===== src/rtl/fetch_prefetch_queue_pkg.sv =====
// Shared definitions for the fetch stage: opcode constants, instruction field
// positions, the prefetch entry layout and the fetch control-state encoding.
package fetch_prefetch_queue_pkg;

  localparam int unsigned INSTR_W      = 32;
  localparam int unsigned OPC_MSB      = 31;
  localparam int unsigned OPC_LSB      = 26;
  localparam int unsigned FETCH_ADDR_W = 8;

  localparam logic [5:0] OPC_HALT = 6'b111111;
  localparam logic [5:0] OPC_J    = 6'b000010;
  localparam logic [5:0] OPC_JAL  = 6'b000011;
  localparam logic [5:0] OPC_BEQ  = 6'b000100;
  localparam logic [5:0] OPC_BNE  = 6'b000101;

  typedef struct packed {
    logic [INSTR_W-1:0]      ir;
    logic [FETCH_ADDR_W-1:0] pc;
  } fetch_entry_t;

  typedef enum logic [1:0] {
    FS_IDLE = 2'd0,
    FS_RUN  = 2'd1,
    FS_HALT = 2'd2
  } fetch_state_e;

  function automatic logic [5:0] opcode_of(input logic [INSTR_W-1:0] ir);
    return ir[OPC_MSB:OPC_LSB];
  endfunction

endpackage


===== src/rtl/fetch_prefetch_queue_fifo.sv =====
// Synchronous prefetch FIFO with single-cycle flush; flush wins over push/pop.
module fetch_fifo #(
  parameter int unsigned W     = 40,
  parameter int unsigned DEPTH = 4,
  localparam int unsigned AW   = $clog2(DEPTH),
  localparam int unsigned CW   = AW + 1
) (
  input  logic          clk_i,
  input  logic          rst_ni,
  input  logic          flush_i,
  input  logic          push_i,
  input  logic [W-1:0]  wdata_i,
  input  logic          pop_i,
  output logic [W-1:0]  rdata_o,
  output logic [CW-1:0] count_o
);

  logic [W-1:0]  mem_q [DEPTH];
  logic [AW-1:0] wptr_q, wptr_d;
  logic [AW-1:0] rptr_q, rptr_d;
  logic [CW-1:0] count_q, count_d;
  logic          pop_eff;

  always_comb begin
    pop_eff = pop_i && (count_q != '0);
    wptr_d  = wptr_q;
    rptr_d  = rptr_q;
    count_d = count_q;
    if (flush_i) begin
      wptr_d  = '0;
      rptr_d  = '0;
      count_d = '0;
    end else begin
      if (push_i)  wptr_d = wptr_q + AW'(1);
      if (pop_eff) rptr_d = rptr_q + AW'(1);
      count_d = count_q + CW'(push_i) - CW'(pop_eff);
    end
  end

  always_ff @(posedge clk_i or negedge rst_ni) begin
    if (!rst_ni) begin
      wptr_q  <= '0;
      rptr_q  <= '0;
      count_q <= '0;
    end else begin
      wptr_q  <= wptr_d;
      rptr_q  <= rptr_d;
      count_q <= count_d;
    end
  end

  always_ff @(posedge clk_i) begin
    if (push_i && !flush_i) mem_q[wptr_q] <= wdata_i;
  end

  assign rdata_o = mem_q[rptr_q];
  assign count_o = count_q;

  a_no_overflow: assert property (@(posedge clk_i) disable iff (!rst_ni)
    !(push_i && !flush_i && !pop_eff && count_q == CW'(DEPTH)));

endmodule


===== src/rtl/fetch_prefetch_queue.sv =====
// Instruction fetch with prefetch FIFO, redirect flush and halt stop.
// Optional FETCH_PERF_CNT_EN adds perf_fetched / perf_flushes counters.
module fetch_prefetch_queue
  import fetch_prefetch_queue_pkg::*;
#(
  parameter int unsigned       ADDR_W   = FETCH_ADDR_W,
  parameter int unsigned       DEPTH    = 4,
  parameter int unsigned       MAX_OUT  = 2,
  parameter logic [ADDR_W-1:0] RESET_PC = '0
) (
  input  logic              clk1,
  input  logic              reset,
  output logic              imem_req_valid,
  output logic [ADDR_W-1:0] imem_req_addr,
  input  logic              imem_req_ready,
  input  logic              imem_rsp_valid,
  input  logic [31:0]       imem_rsp_data,
  input  logic              redirect_valid,
  input  logic [ADDR_W-1:0] redirect_pc,
  output logic              dec_valid,
  input  logic              dec_ready,
  output logic [31:0]       dec_ir,
  output logic [ADDR_W-1:0] dec_pc,
  output logic              halted,
`ifdef FETCH_PERF_CNT_EN
  output logic [31:0]       perf_fetched,
  output logic [31:0]       perf_flushes,
`endif
  output fetch_state_e      dbg_state
);

  localparam int unsigned CW = $clog2(DEPTH) + 1;
  localparam int unsigned OW = $clog2(MAX_OUT + 1);
  localparam int unsigned SW = ((CW > OW) ? CW : OW) + 1;
  localparam int unsigned EW = 32 + ADDR_W;

  fetch_state_e      state_q;
  logic [ADDR_W-1:0] pc_q, pc_d;
  logic [ADDR_W-1:0] rsp_pc_q, rsp_pc_d;
  logic [OW-1:0]     out_q, out_d;
  logic [OW-1:0]     drop_q, drop_d;
  logic [CW-1:0]     count;
  logic [SW-1:0]     occ;
  logic [EW-1:0]     head;
  logic              fire, keep, halt_hit, pop;

  assign dec_valid     = (count != '0);
  assign dec_ir        = dec_valid ? head[EW-1:ADDR_W] : '0;
  assign dec_pc        = dec_valid ? head[ADDR_W-1:0] : '0;
  assign imem_req_addr = pc_q;
  assign dbg_state     = state_q;

  // Issue only while buffer space covers every read already in flight.
  always_comb begin
    occ            = SW'(count) + SW'(out_q);
    imem_req_valid = (state_q == FS_RUN) && !redirect_valid &&
                     (occ < SW'(DEPTH)) && (out_q < OW'(MAX_OUT));
    fire           = imem_req_valid && imem_req_ready;
    keep           = imem_rsp_valid && (drop_q == '0) && !redirect_valid;
    halt_hit       = keep && (opcode_of(imem_rsp_data) == OPC_HALT);
    pop            = dec_valid && dec_ready && !redirect_valid;
    out_d          = out_q + OW'(fire) - OW'(imem_rsp_valid);
    pc_d           = fire ? pc_q + ADDR_W'(1) : pc_q;
    rsp_pc_d       = keep ? rsp_pc_q + ADDR_W'(1) : rsp_pc_q;
    drop_d         = drop_q;
    if (redirect_valid) begin
      pc_d     = redirect_pc;
      rsp_pc_d = redirect_pc;
      drop_d   = out_q - OW'(imem_rsp_valid);
    end else if (halt_hit) begin
      drop_d = out_d;
    end else if (imem_rsp_valid && (drop_q != '0)) begin
      drop_d = drop_q - OW'(1);
    end
  end

  always_ff @(posedge clk1 or negedge reset) begin
    if (!reset) begin
      state_q <= FS_IDLE;
      halted  <= 1'b0;
    end else if (redirect_valid) begin
      state_q <= FS_RUN;
      halted  <= 1'b0;
    end else begin
      case (state_q)
        FS_IDLE: state_q <= FS_RUN;
        FS_RUN: if (halt_hit) begin
          state_q <= FS_HALT;
          halted  <= 1'b1;
        end
        default: state_q <= state_q;
      endcase
    end
  end

  always_ff @(posedge clk1 or negedge reset) begin
    if (!reset) begin
      pc_q     <= RESET_PC;
      rsp_pc_q <= RESET_PC;
      out_q    <= '0;
      drop_q   <= '0;
    end else begin
      pc_q     <= pc_d;
      rsp_pc_q <= rsp_pc_d;
      out_q    <= out_d;
      drop_q   <= drop_d;
    end
  end

  fetch_fifo #(
    .W     (EW),
    .DEPTH (DEPTH)
  ) u_fifo (
    .clk_i   (clk1),
    .rst_ni  (reset),
    .flush_i (redirect_valid),
    .push_i  (keep),
    .wdata_i ({imem_rsp_data, rsp_pc_q}),
    .pop_i   (pop),
    .rdata_o (head),
    .count_o (count)
  );

`ifdef FETCH_PERF_CNT_EN
  always_ff @(posedge clk1 or negedge reset) begin
    if (!reset) begin
      perf_fetched <= '0;
      perf_flushes <= '0;
    end else begin
      perf_fetched <= perf_fetched + 32'(keep);
      perf_flushes <= perf_flushes + 32'(redirect_valid);
    end
  end
`endif

endmodule

===== config.mk =====
export PLATFORM = sky130hd
export DESIGN_NAME = fetch_prefetch_queue
export DESIGN_NICKNAME = d
export VERILOG_FILES = /design/src/rtl/fetch_prefetch_queue_pkg.sv /design/src/rtl/fetch_prefetch_queue_fifo.sv /design/src/rtl/fetch_prefetch_queue.sv
export SDC_FILE = /design/constraint.sdc
export NUM_CORES = 1
export LEC_CHECK = 0
export ABC_CLOCK_PERIOD_IN_PS = 3200
export CORE_MARGIN = 2
export CORE_UTILIZATION = 45
export DETAILED_ROUTE_END_ITERATION = 8
export PLACE_DENSITY_LB_ADDON = 0.08
export SLEW_MARGIN = 20
export SYNTH_ARGS = -nofsm -noshare
export SYNTH_HDL_FRONTEND = slang
export SYNTH_SLANG_ARGS = --single-unit

===== constraint.sdc =====
create_clock -name clk1 -period 3.2 [get_ports clk1]
set_input_delay 0.64 -clock clk1 [delete_from_list [all_inputs] [get_ports clk1]]
set_output_delay 0.64 -clock clk1 [all_outputs]
set_load 0.02 [all_outputs]

=== Word level (Yosys, flattened, before mapping) ===
Memory sizes are Yosys's and may differ from the RTL's.
Cells that the tools add are included.

* Flip-flop bits (word level): 30
* Memory bits (writable): 160
* Output and inout port bits: 53
* Logic and storage cells: 74
* Memories: 1

* $add $sub $neg: 11
* $lt $le $gt $ge: 2
* Equal/unequal tests: 3
* Multiplexer cells: 22
* Reductions and logical operators: 26

{| class="wikitable"
|+ Memory list
! name !! depth !! width !! read ports !! clocked after memory_dff !! write ports !! line !! RTL
|-
| u_fifo.mem_q || 4 || 40 || 1 || 0 || 1 || fetch_prefetch_queue_fifo.sv:18 || <nowiki>logic [W-1:0] mem_q [DEPTH];</nowiki>
|}

{| class="wikitable"
|+ Operators by type and width
! operator !! number
|-
| $mux 8 || 5
|-
| $mux 32 || 1
|-
| $mux 2 || 9
|-
| $add 8x1->8 const B || 2
|-
| $logic_and 1x1->1 || 12
|-
| $reduce_bool 2->1 || 6
|-
| $reduce_bool 3->1 || 3
|-
| $eq 6x6->1 const B || 1
|-
| $mux 1 || 5
|-
| $add 2x1->2 const B || 2
|-
| $add 3x2->4 || 1
|-
| $logic_not 2->1 || 2
|-
| $lt 4x3->1 const B || 1
|-
| $pmux 2 s2 || 1
|-
| $reduce_and 2->1 || 2
|-
| $sub 2x1->2 || 2
|-
| $add 3x1->3 || 1
|-
| $mux 3 || 1
|-
| $ne 3x3->1 const B || 1
|-
| $sub 3x1->3 || 1
|-
| $add 2x1->2 || 1
|-
| $eq 2x1->1 const B || 1
|-
| $lt 2x2->1 const B || 1
|-
| $sub 2x1->2 const B || 1
|-
| $logic_not 1->1 || 1
|}

=== Logic depth before layout (Yosys ltp) ===
* Word-level depth: 9
* Mapped depth: 12
* Depth with buffers taken out: 11

=== By module ===
From an unflattened synthesis, not the netlist that was laid out.

* Cell total of the unflattened synthesis: 436
* Area total of the unflattened synthesis: 7917.6 um2

{| class="wikitable"
|+ Modules (own cells, without submodules)
! module !! times used !! cells each !! area each (um2)
|-
| fetch_fifo || 1 || 251 || 6269.8
|-
| fetch_prefetch_queue || 1 || 185 || 1647.8
|}

=== Worst setup path before layout ===
Ideal clock, no wire load.

* Path kind: input port to flip-flop
* Start point: input redirect_valid
* End point: register drop_q[1]
* Setup time: 0.138 ns
* Data arrival time: 2.480 ns
* Path slack: 0.582 ns
* Stages: 11
* Path buffers: 2
* Cells stage by stage: buf_6 > nor4b_4 > nand4_4 > buf_6 > ha_1 > inv_1 > ha_1 > xnor2_1 > xnor2_1 > nor4_1 > o32ai_1

* Cells in the longest elaborated chain, start to end: 9

{| class="wikitable"
|+ Ends and longest elaborated chain
! element !! line !! RTL
|-
| from (decl) || fetch_prefetch_queue.sv:18 || <nowiki>input logic redirect_valid,</nowiki>
|-
| $logic_not 1->1 || fetch_prefetch_queue.sv:56 || <nowiki>imem_req_valid = (state_q == FS_RUN) && !redirect_valid &&</nowiki>
|-
| $logic_and 1x1->1 (2 in a row) || fetch_prefetch_queue.sv:56 ||
|-
| $logic_and 1x1->1 || fetch_prefetch_queue.sv:57 || <nowiki>(occ < SW'(DEPTH)) && (out_q < OW'(MAX_OUT));</nowiki>
|-
| $logic_and 1x1->1 || fetch_prefetch_queue.sv:58 || <nowiki>fire = imem_req_valid && imem_req_ready;</nowiki>
|-
| $add 2x1->2 || fetch_prefetch_queue.sv:62 || <nowiki>out_d = out_q + OW'(fire) - OW'(imem_rsp_valid);</nowiki>
|-
| $sub 2x1->2 || fetch_prefetch_queue.sv:62 ||
|-
| net out_d[1] || fetch_prefetch_queue.sv:40 || <nowiki>logic [OW-1:0] out_q, out_d;</nowiki>
|-
| $mux 2 || fetch_prefetch_queue.sv:70 || <nowiki>end else if (halt_hit) begin</nowiki>
|-
| $mux 2 || fetch_prefetch_queue.sv:66 || <nowiki>if (redirect_valid) begin</nowiki>
|-
| to (signal assigned) || fetch_prefetch_queue.sv:106 || <nowiki>drop_q <= drop_d;</nowiki>
|-
| to (decl) || fetch_prefetch_queue.sv:41 || <nowiki>logic [OW-1:0] drop_q, drop_d;</nowiki>
|}

The timed path passes the listed nets, and every way through them passes these cells.
A chain may end at the register's enable or synchronous reset.

=== Final worst setup path ===
* Start point: register u_fifo.rptr_q[0]
* End point: output dec_ir[20]

* Cells in the longest elaborated chain, start to end: 2

{| class="wikitable"
|+ Ends and longest elaborated chain
! element !! line !! RTL
|-
| from (decl) || fetch_prefetch_queue_fifo.sv:20 || <nowiki>logic [AW-1:0] rptr_q, rptr_d;</nowiki>
|-
| from (signal assigned) || fetch_prefetch_queue_fifo.sv:47 || <nowiki>rptr_q <= rptr_d;</nowiki>
|-
| $mem_v2 4x40 || -- ||
|-
| $mux 32 || fetch_prefetch_queue.sv:48 || <nowiki>assign dec_ir = dec_valid ? head[EW-1:ADDR_W] : '0;</nowiki>
|-
| to (decl) || fetch_prefetch_queue.sv:22 || <nowiki>output logic [31:0] dec_ir,</nowiki>
|}

No other way between the ends.

==> flow_summary.ini <==
[pwr]
switchingPower_mw = 2.21
seqPwrFrac_pct = 40.3
cellLeakagePower_nw = 3.34
p_int_mw = 5.27
power_per_cell_area_nw_per_um2 = 762
power.total_mw = 7.48
power_frac_comb_pct = 31.6
clkPwrFrac_pct = 28.2
vdd_ir_drop_max_uv = 391
swShare_pct = 29.5

[sta]
finalSetupTns_ps = 0
setup_viol = 0
fin_skew_ps = 8.96
min_period_ps = 3040
slew_viol_final = 0
worst_slack_ps = 157
rsz0062_at_grt = false
timing.final.hold_violations = 0
worst_pin_slew_ps = 937
finalCritPeriodShare_pct = 95.1
slew_headroom_pct = 37.3
clock.fmax_ghz = 0.329
whs_ps = 513

[flow_run]
cap_violations = 0

[detailed_routing]
routed_via_density = 5.22
first_pass_iters = 4
wl_per_cell_um = 18.1
dr_total_vias = 4124
ant_nets = 0
routed_wl_um = 14300
drt_iter0_markers = 334
drc_errors = 0

[grt]
grt_overflow_total = 0
grt_pass1_wl_um = 22700
first_global_vias = 4243
grt_max_degree = 41
track_usage_pct = 16.8
antenna_found_initial = 0

[layout]
diodes = 0
final_common_cell = edfxtp_1
final_cell_mix = 160 x edfxtp_1, 98 x clkdlybuf4s50_1, 41 x and2_1
drive_gt1_share_pct = 18.4
fin_nets = 613
area_delta_synth_final_pct = 25.9

[critical_path]
endpoint_kind = primary output
critPathCapture = dec_ir[20]
path_max_fanout = 14
regToRegStartpoint = u_fifo.count_o[1]$_DFF_PN0_
worstReg2RegEnd = u_fifo.count_o[2]$_DFF_PN0_
critPathRequiredTime_ps = 2560
reg2reg_depth = 12
cp_data_arrival_time_ps = 2400
r2r_slack_ps = 570
crit_type = flop to primary output
startpoint = u_fifo.rptr_q[0]$_DFFE_PN0P_
worst_setup_path_start_kind = flop

[clock_tree]
hold_buffers = 0
clk_pin_slew_worst_paths_ps = 70
cts_root_buf = clkbuf_16
insertion_delay_ps = 420
cts_tree = yes
numClockSinks = 190
numCtsBuffers = 17
htree_levels = 4
cts_buffer_depth = 2

[placement]
dpl.hpwl_um = 8800
post-place-ws_ps = 250
portBuffers = 98
place_congestion = 0.745

[logic_synthesis]
synth_area_per_cell_um2 = 17.9
synthCells = 436
synth_cell_types = 43
postSynth.asyncResetShare_pct = 15.8
ys.flop_type = edfxtp_1
synth_edf_count = 160
yosysSeqAreaShare_pct = 71.2
synth_warnings = 0
ys_ff_latch = 190
syn_area_um2 = 7800
syn_nets = 496

[outcome]
status = finished clean

[worst_hold_path]
min_from = halted$_DFFE_PN0P_
hold_path_class = flop to flop

[floorplan]
die-width_um = 136
dieArea_um2 = 18400
num_rows = 48
core_um2 = 17100
pin_count = 99
start_util_pct = 45.6
die_y_um = 136
==> final cells by class <==
type,instances,area (µm²)
Fill cell,1331,7300
Multi-Input combinational cell,212,2100
Sequential cell,190,5560
Tap cell,225,282
Clock inverter,14,171
Clock buffer,17,425
Timing Repair Buffer,120,1230
Inverter,12,45.0
==> what timing repair did <==
action,CTS,global route
hold endpoints to repair,0,0
gates resized for setup,0,0
buffers inserted,3,0
setup endpoints to repair,24,0
==> flip-flops by register name, summed over array words and instances (netlist names) <==
signal          count
dbg_state           2
u_fifo.count_o      3
out_q               2
u_fifo.rptr_q       2
u_fifo.wptr_q       2
halted              1
drop_q              2
u_fifo.mem_q      160
imem_req_addr       8
rsp_pc_q            8
==> power by group through the flow <==
| stage | registers (mW) | clock network, mW | logic (mW) |
|---|---|---|---|
| finish | 3.01 | 2.11 | 2.36 |
| floorplan | 3.03 | 0 | 1.42 |
| global route | 3.04 | 2.27 | 2.57 |
| global placement | 3.09 | 0 | 2.31 |
| detailed placement | 3.10 | 0 | 2.33 |
| CTS | 3.02 | 2.17 | 2.42 |
==> cells in the mapped netlist (3+ instances only) <==
cell type  number  area (µm²)
nor2_1         15        56.3
a21oi_1         4        20.0
o21a_1          3        22.5
mux4_2         40         901
buf_1           4        15.0
and3_1          8        50.1
ha_1           13         163
edfxtp_1      160        4800
nand4_1         3        18.8
nor4_1          4        25.0
buf_2           4        20.0
o31a_1          5        43.8
inv_1          12        45.0
nor3_1          5        25.0
a21boi_0        3        22.5
dfrtp_1        30         751
nand3_1         8        40.0
xnor2_1         9        78.8
nand2_1        15        56.3
nand2b_1        3        18.8
o21ai_0         6        30.0
and2_1         41         257
xor2_1          5        43.8
clkbuf_1       12        45.0
==> per-layer routing <==
metal | routed length [µm] | part of all wire [%] | global-route usage (%) | vias up
met2 | 6880 | 48 | 26.7 | 98
met1 | 6600 | 46 | 22.9 | 2090
li1 | - | - | - | 1926
met4 | 146 | 1.0 | 5.27 | 0
met5 | 0 | 0 | 0 | -
met3 | 655 | 4.6 | 4.30 | 10
==> worst min path at each step <==
stage | slack (ps) | cells after the start | endpoint
5_1_grt | 550 | 1 | halted$_DFFE_PN0P_
3_5_place_dp | 490 | 1 | halted$_DFFE_PN0P_
2_1_floorplan | 340 | 0 | dbg_state[0]$_DFFE_PN0P_
3_3_place_gp | 480 | 1 | halted$_DFFE_PN0P_
4_1_cts | 520 | 1 | imem_req_addr[7]$_DFFE_PN0P_
6_report | 510 | 1 | halted$_DFFE_PN0P_
==> critical path, stage by stage, from the launching register on <==
cell and delay, ps:
dfrtp_4 540, buf_12 210, mux4_2 500, and2_1 180, clkdlybuf4s50_1 550
==> cells by family after synthesis <==
group	synth area share (%)
AO/OA/AOI/OAI	3.08
XOR/XNOR	1.57
AND/OR/NAND/NOR	7.96
buffers and inverters	1.89
flip-flops	71.2
multiplexers	11.9
adder cells (fa/ha/maj)	2.34
==> stage by stage <==
step	utilization (%)	cells	instance area, µm²
finish	57.4	790	9820
global route	57.4	790	9820
CTS	57.4	790	9820
detailed placement	53.7	756	9190
global placement	53.7	756	9190
floorplan	-	436	7800
(Power assumes the default switching activity.)
